==> config.mk <==
export PLATFORM = sky130hd
export DESIGN_NAME = fsb_ctrl_flat
export DESIGN_NICKNAME = d
export VERILOG_FILES = /design/src/rtl/fsb_ctrl_if.sv /design/src/rtl/fsb_ctrl.sv /design/src/flat_wrapper.sv
export SDC_FILE = /design/constraint.sdc
export NUM_CORES = 1
export LEC_CHECK = 0
export CAP_MARGIN = 20
export CORE_ASPECT_RATIO = 0.9
export CORE_MARGIN = 1
export CORE_UTILIZATION = 25
export CTS_CLUSTER_DIAMETER = 50
export CTS_CLUSTER_SIZE = 24
export DETAILED_ROUTE_END_ITERATION = 8
export GPL_ROUTABILITY_DRIVEN = 1
export PLACE_DENSITY = 0.46
export SLEW_MARGIN = 20
export SYNTH_ARGS = -nofsm -noshare
export SYNTH_HDL_FRONTEND = slang
export SYNTH_SLANG_ARGS = --single-unit
==> constraint.sdc <==
create_clock -name FCLK -period 1.2 [get_ports FCLK]
set_input_delay 0.18 -clock FCLK [delete_from_list [all_inputs] [get_ports FCLK]]
set_output_delay 0.18 -clock FCLK [all_outputs]
set_load 0.02 [all_outputs]
==> src/rtl/fsb_ctrl_if.sv <==
`default_nettype none
// +----------------------------------------------------------------------------+
// | Module      : fsb_ctrl_if                                                  |
// | Description : 68HC000 front-side-bus pin bundle between CPU and controller.|
// | Revision    : 1.0                                                          |
// +----------------------------------------------------------------------------+
interface fsb_ctrl_if #(
  parameter int NTO = 2
);
  logic           nAS;
  logic           Ready;
  logic           nDTACK;
  logic           nBERR;
  logic           ASActive;
  logic           ASInactive;
  logic [NTO-1:0] Timeout;
  logic [3:0]     WaitCnt;

  // CPU / ready-logic side
  modport master (
    output nAS, Ready,
    input  nDTACK, nBERR, ASActive, ASInactive, Timeout, WaitCnt
  );

  // Cycle controller side
  modport slave (
    input  nAS, Ready,
    output nDTACK, nBERR, ASActive, ASInactive, Timeout, WaitCnt
  );
endinterface
`default_nettype wire

==> src/rtl/fsb_ctrl.sv <==
`default_nettype none
// +----------------------------------------------------------------------------+
// | Module      : fsb_ctrl                                                     |
// | Description : 68HC000 bus cycle controller: wait states, DTACK, BERR timeout|
// | Revision    : 1.0                                                          |
// +----------------------------------------------------------------------------+
module fsb_ctrl #(
  parameter int REF_W   = 6,
  parameter int NTO     = 2,
  parameter int MINWS   = 0,
  parameter int BERR_EN = 1
) (
  input  logic      FCLK,
  input  logic      nRES,
  fsb_ctrl_if.slave bus
);

  typedef enum logic [1:0] {
    S_IDLE = 2'd0,
    S_WAIT = 2'd1,
    S_ACK  = 2'd2,
    S_BERR = 2'd3
  } state_t;

  localparam logic [3:0] c_MINWS   = 4'(MINWS);
  localparam logic       c_BERR_EN = (BERR_EN != 0);

  logic             r_asrf;
  logic [REF_W-1:0] r_refcnt;
  logic [3:0]       r_waitcnt;
  logic [NTO-1:0]   r_timeout;
  logic             r_ndtack;
  logic             r_nberr;
  state_t           r_state;
  state_t           w_state_nxt;

  logic             w_as_active;
  logic             w_as_inactive;
  logic             w_tick;
  logic             w_ack_ok;
  logic             w_final_to;
  logic [NTO-1:0]   w_to_set;

  assign w_as_active   = ~bus.nAS;
  assign w_as_inactive = bus.nAS & ~r_asrf;
  assign w_tick        = (r_refcnt == '0);
  assign w_ack_ok      = bus.Ready & w_as_active & (r_waitcnt >= c_MINWS);
  assign w_final_to    = r_timeout[NTO-1] & c_BERR_EN;

  // Falling-edge resample: the strobe only counts as gone once it stayed high across a negedge
  always_ff @(negedge FCLK or negedge nRES) begin
    if (!nRES) r_asrf <= 1'b0;
    else       r_asrf <= ~bus.nAS;
  end

  always_ff @(posedge FCLK or negedge nRES) begin
    if (!nRES) r_refcnt <= '0;
    else       r_refcnt <= r_refcnt + REF_W'(1);
  end

  always_ff @(posedge FCLK or negedge nRES) begin
    if (!nRES)                                   r_waitcnt <= 4'd0;
    else if (w_as_inactive)                      r_waitcnt <= 4'd0;
    else if (w_as_active && r_waitcnt != 4'hF)   r_waitcnt <= r_waitcnt + 4'd1;
  end

  // Stage i arms only on a tick after stage i-1 was already set
  generate
    for (genvar gi = 0; gi < NTO; gi++) begin : g_stage
      if (gi == 0) begin : g_first
        assign w_to_set[gi] = 1'b1;
      end else begin : g_chain
        assign w_to_set[gi] = r_timeout[gi-1];
      end
    end
  endgenerate

  always_ff @(posedge FCLK or negedge nRES) begin
    if (!nRES)                        r_timeout <= '0;
    else if (w_as_inactive)           r_timeout <= '0;
    else if (w_as_active && w_tick)   r_timeout <= r_timeout | w_to_set;
  end

  always_ff @(posedge FCLK or negedge nRES) begin
    if (!nRES) begin
      r_state  <= S_IDLE;
      r_ndtack <= 1'b1;
      r_nberr  <= 1'b1;
    end else begin
      r_state  <= w_state_nxt;
      r_ndtack <= (w_state_nxt != S_ACK);
      r_nberr  <= (w_state_nxt != S_BERR);
    end
  end

  // IDLE evaluates the acknowledge condition too, so MINWS=0 acks on the first AS edge.
  // A vanished strobe takes priority over a timeout so BERR never fires outside a cycle.
  always_comb begin
    w_state_nxt = r_state;
    case (r_state)
      S_IDLE, S_WAIT: begin
        if (w_ack_ok)            w_state_nxt = S_ACK;
        else if (w_as_inactive)  w_state_nxt = S_IDLE;
        else if (w_final_to)     w_state_nxt = S_BERR;
        else if (w_as_active)    w_state_nxt = S_WAIT;
      end
      S_ACK, S_BERR: begin
        if (w_as_inactive)       w_state_nxt = S_IDLE;
      end
      default:                   w_state_nxt = S_IDLE;
    endcase
  end

  assign bus.nDTACK     = r_ndtack;
  assign bus.nBERR      = r_nberr;
  assign bus.ASActive   = w_as_active;
  assign bus.ASInactive = w_as_inactive;
  assign bus.Timeout    = r_timeout;
  assign bus.WaitCnt    = r_waitcnt;

endmodule
`default_nettype wire

==> src/flat_wrapper.sv <==
// flat-port wrapper written by rule: the top's interface ports become plain ports
module fsb_ctrl_flat 
#(
  parameter int REF_W   = 6,
  parameter int NTO     = 2,
  parameter int MINWS   = 0,
  parameter int BERR_EN = 1
)
  (FCLK, nRES, bus_nAS, bus_Ready, bus_nDTACK, bus_nBERR, bus_ASActive, bus_ASInactive, bus_Timeout, bus_WaitCnt);
  fsb_ctrl_if #(.NTO(NTO)) bus_i ();
  input  logic FCLK;
  input  logic nRES;
  input wire logic [$bits(bus_i.nAS)-1:0] bus_nAS;
  input wire logic [$bits(bus_i.Ready)-1:0] bus_Ready;
  output wire logic [$bits(bus_i.nDTACK)-1:0] bus_nDTACK;
  output wire logic [$bits(bus_i.nBERR)-1:0] bus_nBERR;
  output wire logic [$bits(bus_i.ASActive)-1:0] bus_ASActive;
  output wire logic [$bits(bus_i.ASInactive)-1:0] bus_ASInactive;
  output wire logic [$bits(bus_i.Timeout)-1:0] bus_Timeout;
  output wire logic [$bits(bus_i.WaitCnt)-1:0] bus_WaitCnt;
  assign bus_i.nAS = bus_nAS;
  assign bus_i.Ready = bus_Ready;
  assign bus_nDTACK = bus_i.nDTACK;
  assign bus_nBERR = bus_i.nBERR;
  assign bus_ASActive = bus_i.ASActive;
  assign bus_ASInactive = bus_i.ASInactive;
  assign bus_Timeout = bus_i.Timeout;
  assign bus_WaitCnt = bus_i.WaitCnt;
  fsb_ctrl #(.REF_W(REF_W), .NTO(NTO), .MINWS(MINWS), .BERR_EN(BERR_EN)) u_core (.FCLK(FCLK), .nRES(nRES), .bus(bus_i));
endmodule
Word-level counts from Yosys, hierarchy flattened
Cells that the tools add are included.
W data, S select, Z words.
Cells by class
  eq/ne operators: 6
  multipliers: 0
  div/mod/pow operators: 0
  $lt $le $gt $ge: 1
  multiplexer cells: 10
  shift operators: 0
  $add $sub $neg: 2
  reductions and logical operators: 8
  bitwise gates (word level): 6
Operators by type and width (count)
  $mux W2: 7
  $mux W4: 2
  $add A6 B1 Y6 const B: 1
  $logic_not A6 Y1: 1
  $add A4 B1 Y4 const B: 1
  $eq A2 B2 Y1 const B: 2
  $ge A4 B1 Y1 const B: 1
  $ne A2 B2 Y1 const B: 2
  $ne A4 B4 Y1 const B: 1
  $pmux W2 S2: 1
  $reduce_bool A2 Y1: 2
  $reduce_or A2 Y1: 2
  $and A1 B1 Y1: 3
  $eq A2 B1 Y1 const B: 1
  $logic_and A1 B1 Y1: 2
  $logic_not A2 Y1: 1
  $not A1 Y1: 2
  $or A2 B2 Y2: 1
Word-level totals
  ROM bits: 0
  input port bits: 4
  bits in writable memories: 0
  memories: 0
  bits in registers: 17
  bits in latches: 0
  word-level logic and storage cells: 40
  output and inout bits: 10

Longest topological paths before layout
Gate-level depths: netlist of the first run.
  depth in word-level cells: 6
  mapped depth: 4
  depth with buffers taken out: 4

==> results of run 1 <==
==> synth_stat cells <==
master,instances
a22o_1,1
o21ai_1,1
a32o_2,1
nor4_2,2
xor2_1,2
xnor2_1,2
nor2_1,1
inv_1,6
nand3b_1,1
nand3_1,6
nand2b_1,3
a221oi_2,1
ha_1,3
nor3_1,1
o211ai_1,1
nand2_1,3
dfrtn_1,1
a31oi_1,1
nor2b_1,1
o22ai_1,1
dfstp_2,2
a31o_2,1
a21oi_1,4
dfrtp_1,14
a21boi_1,1
mux2i_1,1
o21ai_0,4
buf_6,1
==> report_power, final <==
part | leakage (nW) | switching (mW) | internal, mW
sequential | 0.207 | 0.0305 | 0.619
combinational | 0.257 | 0.163 | 0.145
clock | 0.0177 | 0.189 | 0.124
==> worst register-to-register path, stage by stage (launching register included) <==
cell and delay [ps]:
dfrtn_1 420, buf_4 110, buf_6 110, nand2_1 60
a221oi_2 220
==> sequential cells by signal (all words and copies together) (netlist names) <==
name and cells:
u_core.r_refcnt 6, u_core.bus.WaitCnt 4, u_core.bus.Timeout 2, u_core.r_state 2, u_core.bus.nBERR 1, u_core.bus.nDTACK 1, u_core.r_asrf 1
==> what timing repair did <==
item / 4_1_cts / 5_1_grt
buffers inserted: 2 / 4
resized for setup: 31 / 12
hold buffers: 0 / 0
hold endpoints to repair: 0 / 0
pin swaps: 1 / 2
endpoints found under the setup margin: 21 / 15
==> cell families (layout without fill, tap and decap cells) <==
group,Yosys count,count (layout)
mux,1,1
simple gates,18,18
flops,17,17
compound gates,17,17
xor+xnor,4,4
fa+ha+maj,3,3
buf+inv,7,36
==> layout by cell type (no fill, tap or decap), drive strengths merged <==
cell type | netlist | routed
a21oi | 4 | 4
nor3 | 1 | 1
nand2 | 3 | 3
o21ai | 5 | 5
nor4 | 2 | 2
o211ai | 1 | 1
a21boi | 1 | 1
a31oi | 1 | 1
clkdlybuf4s15 | 0 | 5
clkinv | 0 | 1
o22ai | 1 | 1
a31o | 1 | 1
a221oi | 1 | 1
nor2 | 1 | 1
a32o | 1 | 1
clkbuf | 0 | 5
dfstp | 2 | 2
xor2 | 2 | 2
nand3 | 6 | 6
clkdlybuf4s50 | 0 | 2
buf | 1 | 16
dlygate4sd2 | 0 | 1
dfrtn | 1 | 1
a22o | 1 | 1
ha | 3 | 3
inv | 6 | 6
nand2b | 3 | 3
xnor2 | 2 | 2
mux2i | 1 | 1
nor2b | 1 | 1
nand3b | 1 | 1
dfrtp | 14 | 14
==> per-layer routing <==
layer | global-route usage, % | up-vias | routed length, um
met5 | 0 | - | 0
met2 | 18.9 | 11 | 869
met1 | 13.2 | 289 | 772
li1 | - | 302 | -
met4 | 3.41 | 0 | 19
met3 | 4.26 | 2 | 62
==> per-stage QoR <==
stage | hold WS (ps) | power (mW) | util, % | worst slack (ps)
detailed placement | 469 | 0.943 | 35.7 | -697
global route | 264 | 1.35 | 38.1 | -612
floorplan | -116 | 0.797 | - | -264
CTS | 256 | 1.26 | 37.0 | -591
finish | 244 | 1.27 | 38.1 | -578
global placement | 458 | 0.939 | 35.7 | -663
==> final cells by class <==
| cell class | count | area share (%) |
|---|---|---|
| Clock inverter | 1 | 0.463 |
| Timing Repair Buffer | 26 | 19.9 |
| Inverter | 6 | 2.09 |
| Multi-Input combinational cell | 43 | 31.2 |
| Clock buffer | 3 | 2.09 |
| Sequential cell | 17 | 39.6 |
| Tap cell | 40 | 4.63 |
==> path summary, 6_finish.rpt <==
path,startpoint,to,depth (start not counted)
max,u_core.r_asrf$_DFF_NN0_,bus_ASInactive,3
min,nRES,u_core.r_state[0]$_DFF_PN0_,2
max reg2reg,u_core.r_asrf$_DFF_NN0_,u_core.bus.WaitCnt[3]$_DFFE_PN0P_,4
min reg2reg,u_core.r_refcnt[0]$_DFF_PN0_,u_core.r_refcnt[0]$_DFF_PN0_,1
max in group asynchronous,nRES,u_core.r_asrf$_DFF_NN0_,1
min in group FCLK,bus_nAS,u_core.bus.nBERR$_DFF_PN1_,4
==> run metrics, run 1 <==
pwr/cell area=1180 mW/mm2; row count=18; CP endpoint kind=primary output; # DRC=0; max incr delay on CP=420 ps; DR iter-0 viols=30; GPL Wtd Cong=0.709; post-detail-place hpwl=1170 um; port bufs=13; Synth Area per Inst=11.5 um2; sum of negative setup slack=-3720 ps; CP Data Required Time=1020 ps; fin worst setup slack=-578 ps; post-synthesis compound-gate area fraction=15.1%; number of global-route vias before repair=553; CP Cell Sequence=nand2b_4, inv_2, buf_6; slew margin rel.=81.7%; Max Buffers Root-to-Sink=2; CTS clk-pin slew, worst paths=100 ps; Simple-Gate Fraction of Synth Area=14.0%; Finish-stage setup viols=11; nets=104; Layout fillers=296; Seq cells post-synth=17; die area=0.00330 mm2; hold crit path type=primary input to async pin; core area=0.00284 mm2; CTS root buf=clkbuf_4; YS warnings=0; Worst setup SP type=register; routed vias=604; wirelength, routed=1720 um; largest family of logic cells by synthesized area=compound AO/OA/AOI/OAI gates; Sink Count=17; share of layout cells above drive strength 1=38.5%; mux contribution to synthesized area=1.30%; gr usage total=11.2%; Buffers & Inverters on Critical Path=2; Finished Layout Cells=136; area occupied by registers=428 um2; pins over their slew limit=0; GRT overflow=0; worst reg2reg setup slack=-410 ps; WL per Instance=12.7 um; post-synth top area cell=dfrtp_1; Synth Cell Area=768 um2; WS Path Type=register to primary output; Inst Count DP=128; Peak supply drop=0.000525 V; status=complete, but fails checks; Adder-Cell Fraction of Synth Area=4.89%; CP Max Fanout=2; number of diodes=0; Die X=60.4 um; Gate Count Post-Synth=67; Max-Cap Viols=0; Die Y=54.6 um; Seq/Total Area, Yosys=55.7%; Antenna Nets Post-Route=0; Final Hold Viols=0; Starting Density=27.1%; area of the multi-input gates=337 um2; total CTS buffers=3; routed vias/inst=4.44; Yosys cell types=28; Final Cell Area=0.00108 mm2; top cells by area, synth=dfrtp_1, dfstp_2, ha_1; syn_nets=74; Worst Tran Pin Value=273 ps; TritonCTS clock tree=done; DP Area=0.00101 mm2; DRT Pass-1 Iters=4; Worst-Skew Late Latency=290 ps; Leak Pwr=0.481 nW; top cell type's share of synthesized area=45.6%; crit path DAT=1600 ps; Top delay family on crit path=flip-flops; clock skew=2.04 ps; H-tree depth=1; RSZ-0062 raised after global routing=yes; violated checks=negative setup slack; Synth Area in XOR/XNOR=4.56%; first-pass GRT wire length=2570 um; # IOs=14; synth-to-layout area growth=40.6%; initial antenna violation count=0; largest net degree at the start of global routing=17; Crit-path slowest cell=dfrtn_1
Power figures use the tool's default switching activity.
==> inputs of run 2 (changes only) <==
--- a/config.mk
+++ b/config.mk
@@ -5,7 +5,7 @@
 export SDC_FILE = /design/constraint.sdc
 export NUM_CORES = 1
 export LEC_CHECK = 0
-export CAP_MARGIN = 20
+export ABC_AREA = 1
 export CORE_ASPECT_RATIO = 0.9
 export CORE_MARGIN = 1
 export CORE_UTILIZATION = 25
==> constraint.sdc (replaced) <==
create_clock -name FCLK -period 1.2 [get_ports FCLK]
set_input_delay 0.18 -clock FCLK [delete_from_list [all_inputs] [get_ports FCLK]]
set_output_delay 0.18 -clock FCLK [all_outputs]
set_load 0.05 [all_outputs]
==> run 2 against run 1 <==
  * Clock power about the same
  * Area after synthesis is 1.8% lower
  * Design area is 8.1% higher
  * Worst setup slack got worse by 71 ps
  * Largest cell class unchanged
  * Routed wire length shrank 16%
  * Non-clock buffer count down 4
  * First-iteration DRC count shrank 90%
  * Clock skew barely moved
  * Via count unchanged
  * Hold slack gained 22 ps
  * The flow still finishes with violations (negative setup slack)
  * Register-to-register slack about the same
  * Synthesized cell count increased by 24%
==> run metrics, run 2 <==
status=complete, but fails checks; violated checks=negative setup slack; ys async rst share=100%; die area=0.00324 mm2; Final Hold Viols=0; Top delay family on crit path=flip-flops; # IOs=14; Die Y=54.1 um; Inst Count DP=143; post-synthesis compound-gate area fraction=3.15%; Reg with most FFs=u_core.r_refcnt; core area=0.00282 mm2; synth-to-layout area growth=54.7%; Crit-path slowest cell=dfrtn_1; Max Buffers Root-to-Sink=2; WL per Instance=9.75 um; routed vias=604; commonest cells in the synthesized netlist=nand2_1, dfrtp_1, inv_1, nand3_1, nor2_1; CP Data Required Time=1020 ps; most frequent cells in the layout=nand2_1, dfrtp_1, nand3_1, buf_12, inv_1; most common cell after layout, fill and taps aside=nand2_1; Starting Density=26.8%; Die X=59.9 um; wirelength, routed=1450 um; total CTS buffers=3; GPL Wtd Cong=0.720; post-detail-place hpwl=1120 um; CP Cell Sequence=inv_2, nand2_4, clkinvlp_4, buf_12; # DRC=0; EDFF count, synth=0; RSZ-0062 raised after global routing=yes; GRT overflow=0; mux contribution to synthesized area=0%; row count=18; M2 GR Usage=18.5%; CTS clk-pin slew, worst paths=100 ps; max incr delay on CP=420 ps; clock skew=1.98 ps; GRT met3 Usage=5.05%; Yosys cell types=17; Layout fillers=286; Gate Count Post-Synth=83; Buffers & Inverters on Critical Path=3; Hold WS=266 ps; area occupied by registers=432 um2; most frequent cell after synthesis=nand2_1; Leak Pwr=0.576 nW; Synth Area per Inst=9.09 um2; syn_nets=90; Simple-Gate Fraction of Synth Area=25.2%; Worst Tran Pin Value=257 ps; number of global-route vias before repair=597; top cell type's share of synthesized area=46.4%; gr usage total=11.0%; WS Path Type=register to primary output; hold_buf cts=0; TritonCTS clock tree=done; DR iter-0 viols=3; first-pass GRT wire length=2570 um; crit path DAT=1670 ps; Peak supply drop=0.000734 V; Max-Cap Viols=0; nets=117; Synth Cell Area=754 um2; share of layout cells above drive strength 1=36.7%; pins over their slew limit=0; Finish-stage setup viols=11; number of diodes=0; R2R cell count=7; area of the multi-input gates=294 um2; Seq/Total Area, Yosys=56.7%; Pwr Total=1.69 mW; Synth Area in XOR/XNOR=3.48%; YS warnings=0; pwr/cell area=1450 mW/mm2; max reg flops=6; port bufs=13; CP endpoint kind=primary output; Worst setup SP type=register; Antenna Nets Post-Route=0; H-tree depth=1; initial antenna violation count=0; routed vias/inst=4.05; CTS root buf=clkbuf_4; Sink Count=17; crit path from=u_core.r_asrf$_DFF_NN0_; CP Max Fanout=2; Top FF cell, synth=dfrtp_1; global routing's busiest layer=met2; Reg-to-Reg Start=u_core.r_asrf$_DFF_NN0_; met1 global-route usage=13.0%; stages on the worst setup path=4; Adder-Cell Fraction of Synth Area=4.98%; hold crit path type=primary input to async pin; Util after Layout=41.5%; largest family of logic cells by synthesized area=simple AND/OR/NAND/NOR gates; post-synth top area cell=dfrtp_1; largest net degree at the start of global routing=17; fin worst setup slack=-649 ps; slew margin rel.=82.9%; Seq cells post-synth=17; top cells by area, synth=dfrtp_1, nand2_1, nand3_1; DRT Pass-1 Iters=2; Worst-Skew Late Latency=290 ps; Finished Layout Cells=149; pre-CTS WS=-332 ps
[run 2: cell type report]
| cell class | instances | area share, % |
|---|---|---|
| Sequential cell | 17 | 37.0 |
| Clock buffer | 3 | 1.93 |
| Clock inverter | 1 | 0.429 |
| Multi-Input combinational cell | 53 | 25.2 |
| Inverter | 13 | 4.50 |
| Timing Repair Buffer | 22 | 26.7 |
| Tap cell | 40 | 4.29 |
[run 2: cells by family after synthesis]
family	count (synthesis)
simple gates	43
fa+ha+maj	3
xor+xnor	3
buf+inv	13
flops	17
compound gates	4
[run 2: through the flow]
step	TNS (ps)	instance area [um2]
after detailed placement	-3010	1100
after floorplan	-1950	766
after global routing	-4690	1170
after CTS	-3990	1150
final	-4000	1170
after global placement	-2900	1100
[run 2: power breakdown]
| part | total (mW) | internal, mW | switching, mW | leakage [nW] |
|---|---|---|---|---|
| clock network | 0.316 | 0.124 | 0.192 | 0.0177 |
| logic | 0.654 | 0.317 | 0.338 | 0.356 |
| registers | 0.718 | 0.646 | 0.0719 | 0.201 |
[run 2: final timing paths]
check | endpoint | slack, ps
worst max-delay path | bus_ASInactive | -650
worst min-delay path | u_core.r_state[0]$_DFF_PN0_ | 270
worst max register to register | u_core.bus.nBERR$_DFF_PN1_ | -410
worst min register to register | u_core.r_refcnt[0]$_DFF_PN0_ | 470
max in group asynchronous | u_core.r_asrf$_DFF_NN0_ | 520
min in group FCLK | u_core.bus.WaitCnt[2]$_DFFE_PN0P_ | 440
[run 2: what timing repair did]
item | 4_1_cts | 5_1_grt
buffers inserted | 1 | 1
resized for setup | 5 | 4
pin swaps | 1 | 2
setup endpoints to repair | 12 | 16
[run 2: layer usage]
layer | wire length, um | vias to the layer above
li1 | - | 311
met1 | 699 | 281
met2 | 677 | 12
met3 | 77 | 0
met4 | 0 | 0
met5 | 0 | -
==> inputs of run 3 (changes only) <==
--- a/config.mk
+++ b/config.mk
@@ -9,6 +9,7 @@
 export CORE_ASPECT_RATIO = 0.9
 export CORE_MARGIN = 1
 export CORE_UTILIZATION = 25
+export CTS_BUF_LIST = sky130_fd_sc_hd__clkbuf_16
 export CTS_CLUSTER_DIAMETER = 50
 export CTS_CLUSTER_SIZE = 24
 export DETAILED_ROUTE_END_ITERATION = 8
==> run 3 against run 2 <==
  * The run still ends with negative setup slack left
  * Power increased by 19%
  * Combinational power decreased by 3%
  * Cell count decreased by 0.67%
  * Critical endpoint unchanged
  * Highest routed layer is now met4
==> run metrics, run 3 (synthesis gave the netlist of run 2 again) <==
status=complete, but fails checks; violated checks=negative setup slack; nets=116; RSZ-0062 raised after global routing=yes; Finish-stage setup viols=11; hold_buf cts=0; hold crit path type=primary input to async pin; post-detail-place hpwl=1120 um; most frequent cells in the layout=nand2_1, dfrtp_1, nand3_1, buf_12, inv_1; crit path from=u_core.r_asrf$_DFF_NN0_; Inst Count DP=143; H-tree depth=1; Sink Count=17; Worst-Skew Late Latency=280 ps; pins over their slew limit=0; DRT Pass-1 Iters=3; area of the multi-input gates=294 um2; worst reg2reg path endpoint=u_core.bus.nBERR$_DFF_PN1_; GPL Wtd Cong=0.720; wirelength, routed=1450 um; gr usage total=11.3%; largest net degree at the start of global routing=17; first-pass GRT wire length=2570 um; DR iter-0 viols=7; slew margin rel.=82.4%; Final Hold Viols=0; port bufs=13; max reg flops=6; number of global-route vias before repair=594; Leak Pwr=0.593 nW; share of layout cells above drive strength 1=35.2%; Hold WS=320 ps; Layout fillers=277; GRT overflow=0; Setup crit end=bus_ASInactive; CP endpoint kind=primary output; pwr/cell area=1670 mW/mm2; WL per Instance=9.79 um; core area=0.00282 mm2; CTS root buf=clkbuf_16; total CTS buffers=3; clock skew=31.3 ps; synth-to-layout area growth=59.5%; TritonCTS clock tree=done; row count=18; routed vias/inst=4.07; CTS clk-pin slew, worst paths=50 ps; routed vias=602; Finished Layout Cells=148; number of diodes=0; most common cell after layout, fill and taps aside=nand2_1; Reg with most FFs=u_core.r_refcnt; CP Max Fanout=2; WS Path Type=register to primary output; R2R cell count=7; # IOs=14; CP Data Required Time=1020 ps; area occupied by registers=430 um2; Peak supply drop=0.000943 V; Worst setup SP type=register; # DRC=0; fin worst setup slack=-620 ps; Die Y=54.1 um; Die X=59.9 um; initial antenna violation count=0; Max-Cap Viols=0; crit path DAT=1640 ps; Reg-to-Reg Start=u_core.r_asrf$_DFF_NN0_; Worst Tran Pin Value=264 ps; Max Buffers Root-to-Sink=2; worst reg2reg setup slack=-440 ps; die area=0.00324 mm2; Starting Density=26.8%; Antenna Nets Post-Route=0
[run 3: cell count changes in the layout (fill, tap and decap cells not counted)]
cell,change
dfrtp_2,-1
dfrtp_1,+1
clkbuf_16,+3
clkbuf_4,-3
buf_6,-2
buf_4,+1
[run 3: worst max-delay path: stages, from the launching register on]
cell        delay [ps]
dfrtn_1            400
inv_2               50
nand2_4             60
clkinvlp_4         100
buf_12             150
[run 3: worst min-delay path by stage]
| stage | start | endpoint | slack, ps | cells after the start |
|---|---|---|---|---|
| CTS | nRES | u_core.bus.Timeout[0]$_DFFE_PN0P_ | 340 | 2 |
| global route | nRES | u_core.r_state[0]$_DFF_PN0_ | 370 | 2 |
| detailed placement | u_core.r_refcnt[0]$_DFF_PN0_ | u_core.r_refcnt[0]$_DFF_PN0_ | 460 | 1 |
| finish | nRES | u_core.bus.WaitCnt[2]$_DFFE_PN0P_ | 320 | 2 |
| floorplan | nRES | u_core.bus.Timeout[0]$_DFFE_PN0P_ | -120 | 0 |
| global placement | u_core.r_refcnt[0]$_DFF_PN0_ | u_core.r_refcnt[0]$_DFF_PN0_ | 460 | 1 |
[run 3: layout make-up]
class,instances,share of cell area (%)
timing repair buffer,21,24.6
sequential,17,35.8
inverter,13,4.37
multi-input combinational,53,24.4
clock buffer,3,6.24
tap,40,4.16
clock inverter,1,0.416
[run 3: stage by stage]
stage	util [%]	area, um2	power (mW)	worst slack, ps	TNS, ps
after global routing	42.8	1200	2.12	-681	-4940
after global placement	39.0	1100	1.35	-318	-2900
final	42.8	1200	2.01	-620	-4260
after floorplan	-	766	1.01	-382	-1950
after detailed placement	39.0	1100	1.36	-332	-3010
after CTS	42.6	1200	2.05	-623	-4230
[run 3: per-layer routing]
| metal | up-vias | track usage [%] | wire length, um |
|---|---|---|---|
| li1 | 313 | - | - |
| met1 | 276 | 12.7 | 659 |
| met2 | 11 | 19.1 | 710 |
| met3 | 2 | 4.33 | 66 |
| met4 | 0 | 4.65 | 13 |
| met5 | - | 0 | 0 |
[run 3: repair_timing]
action,in CTS,in global routing
pin swaps,1,2
cloned,0,0
gates resized for setup,5,1
setup buffers,1,0
endpoints found under the setup margin,12,11
[run 3: where the power goes]
| group | switching [mW] | total, mW | leakage, nW | internal, mW |
|---|---|---|---|---|
| Combinational | 0.336 | 0.635 | 0.349 | 0.299 |
| Clock | 0.220 | 0.666 | 0.0409 | 0.446 |
| Sequential | 0.0692 | 0.714 | 0.203 | 0.645 |
| Total | 0.625 | 2.01 | 0.593 | 1.39 |
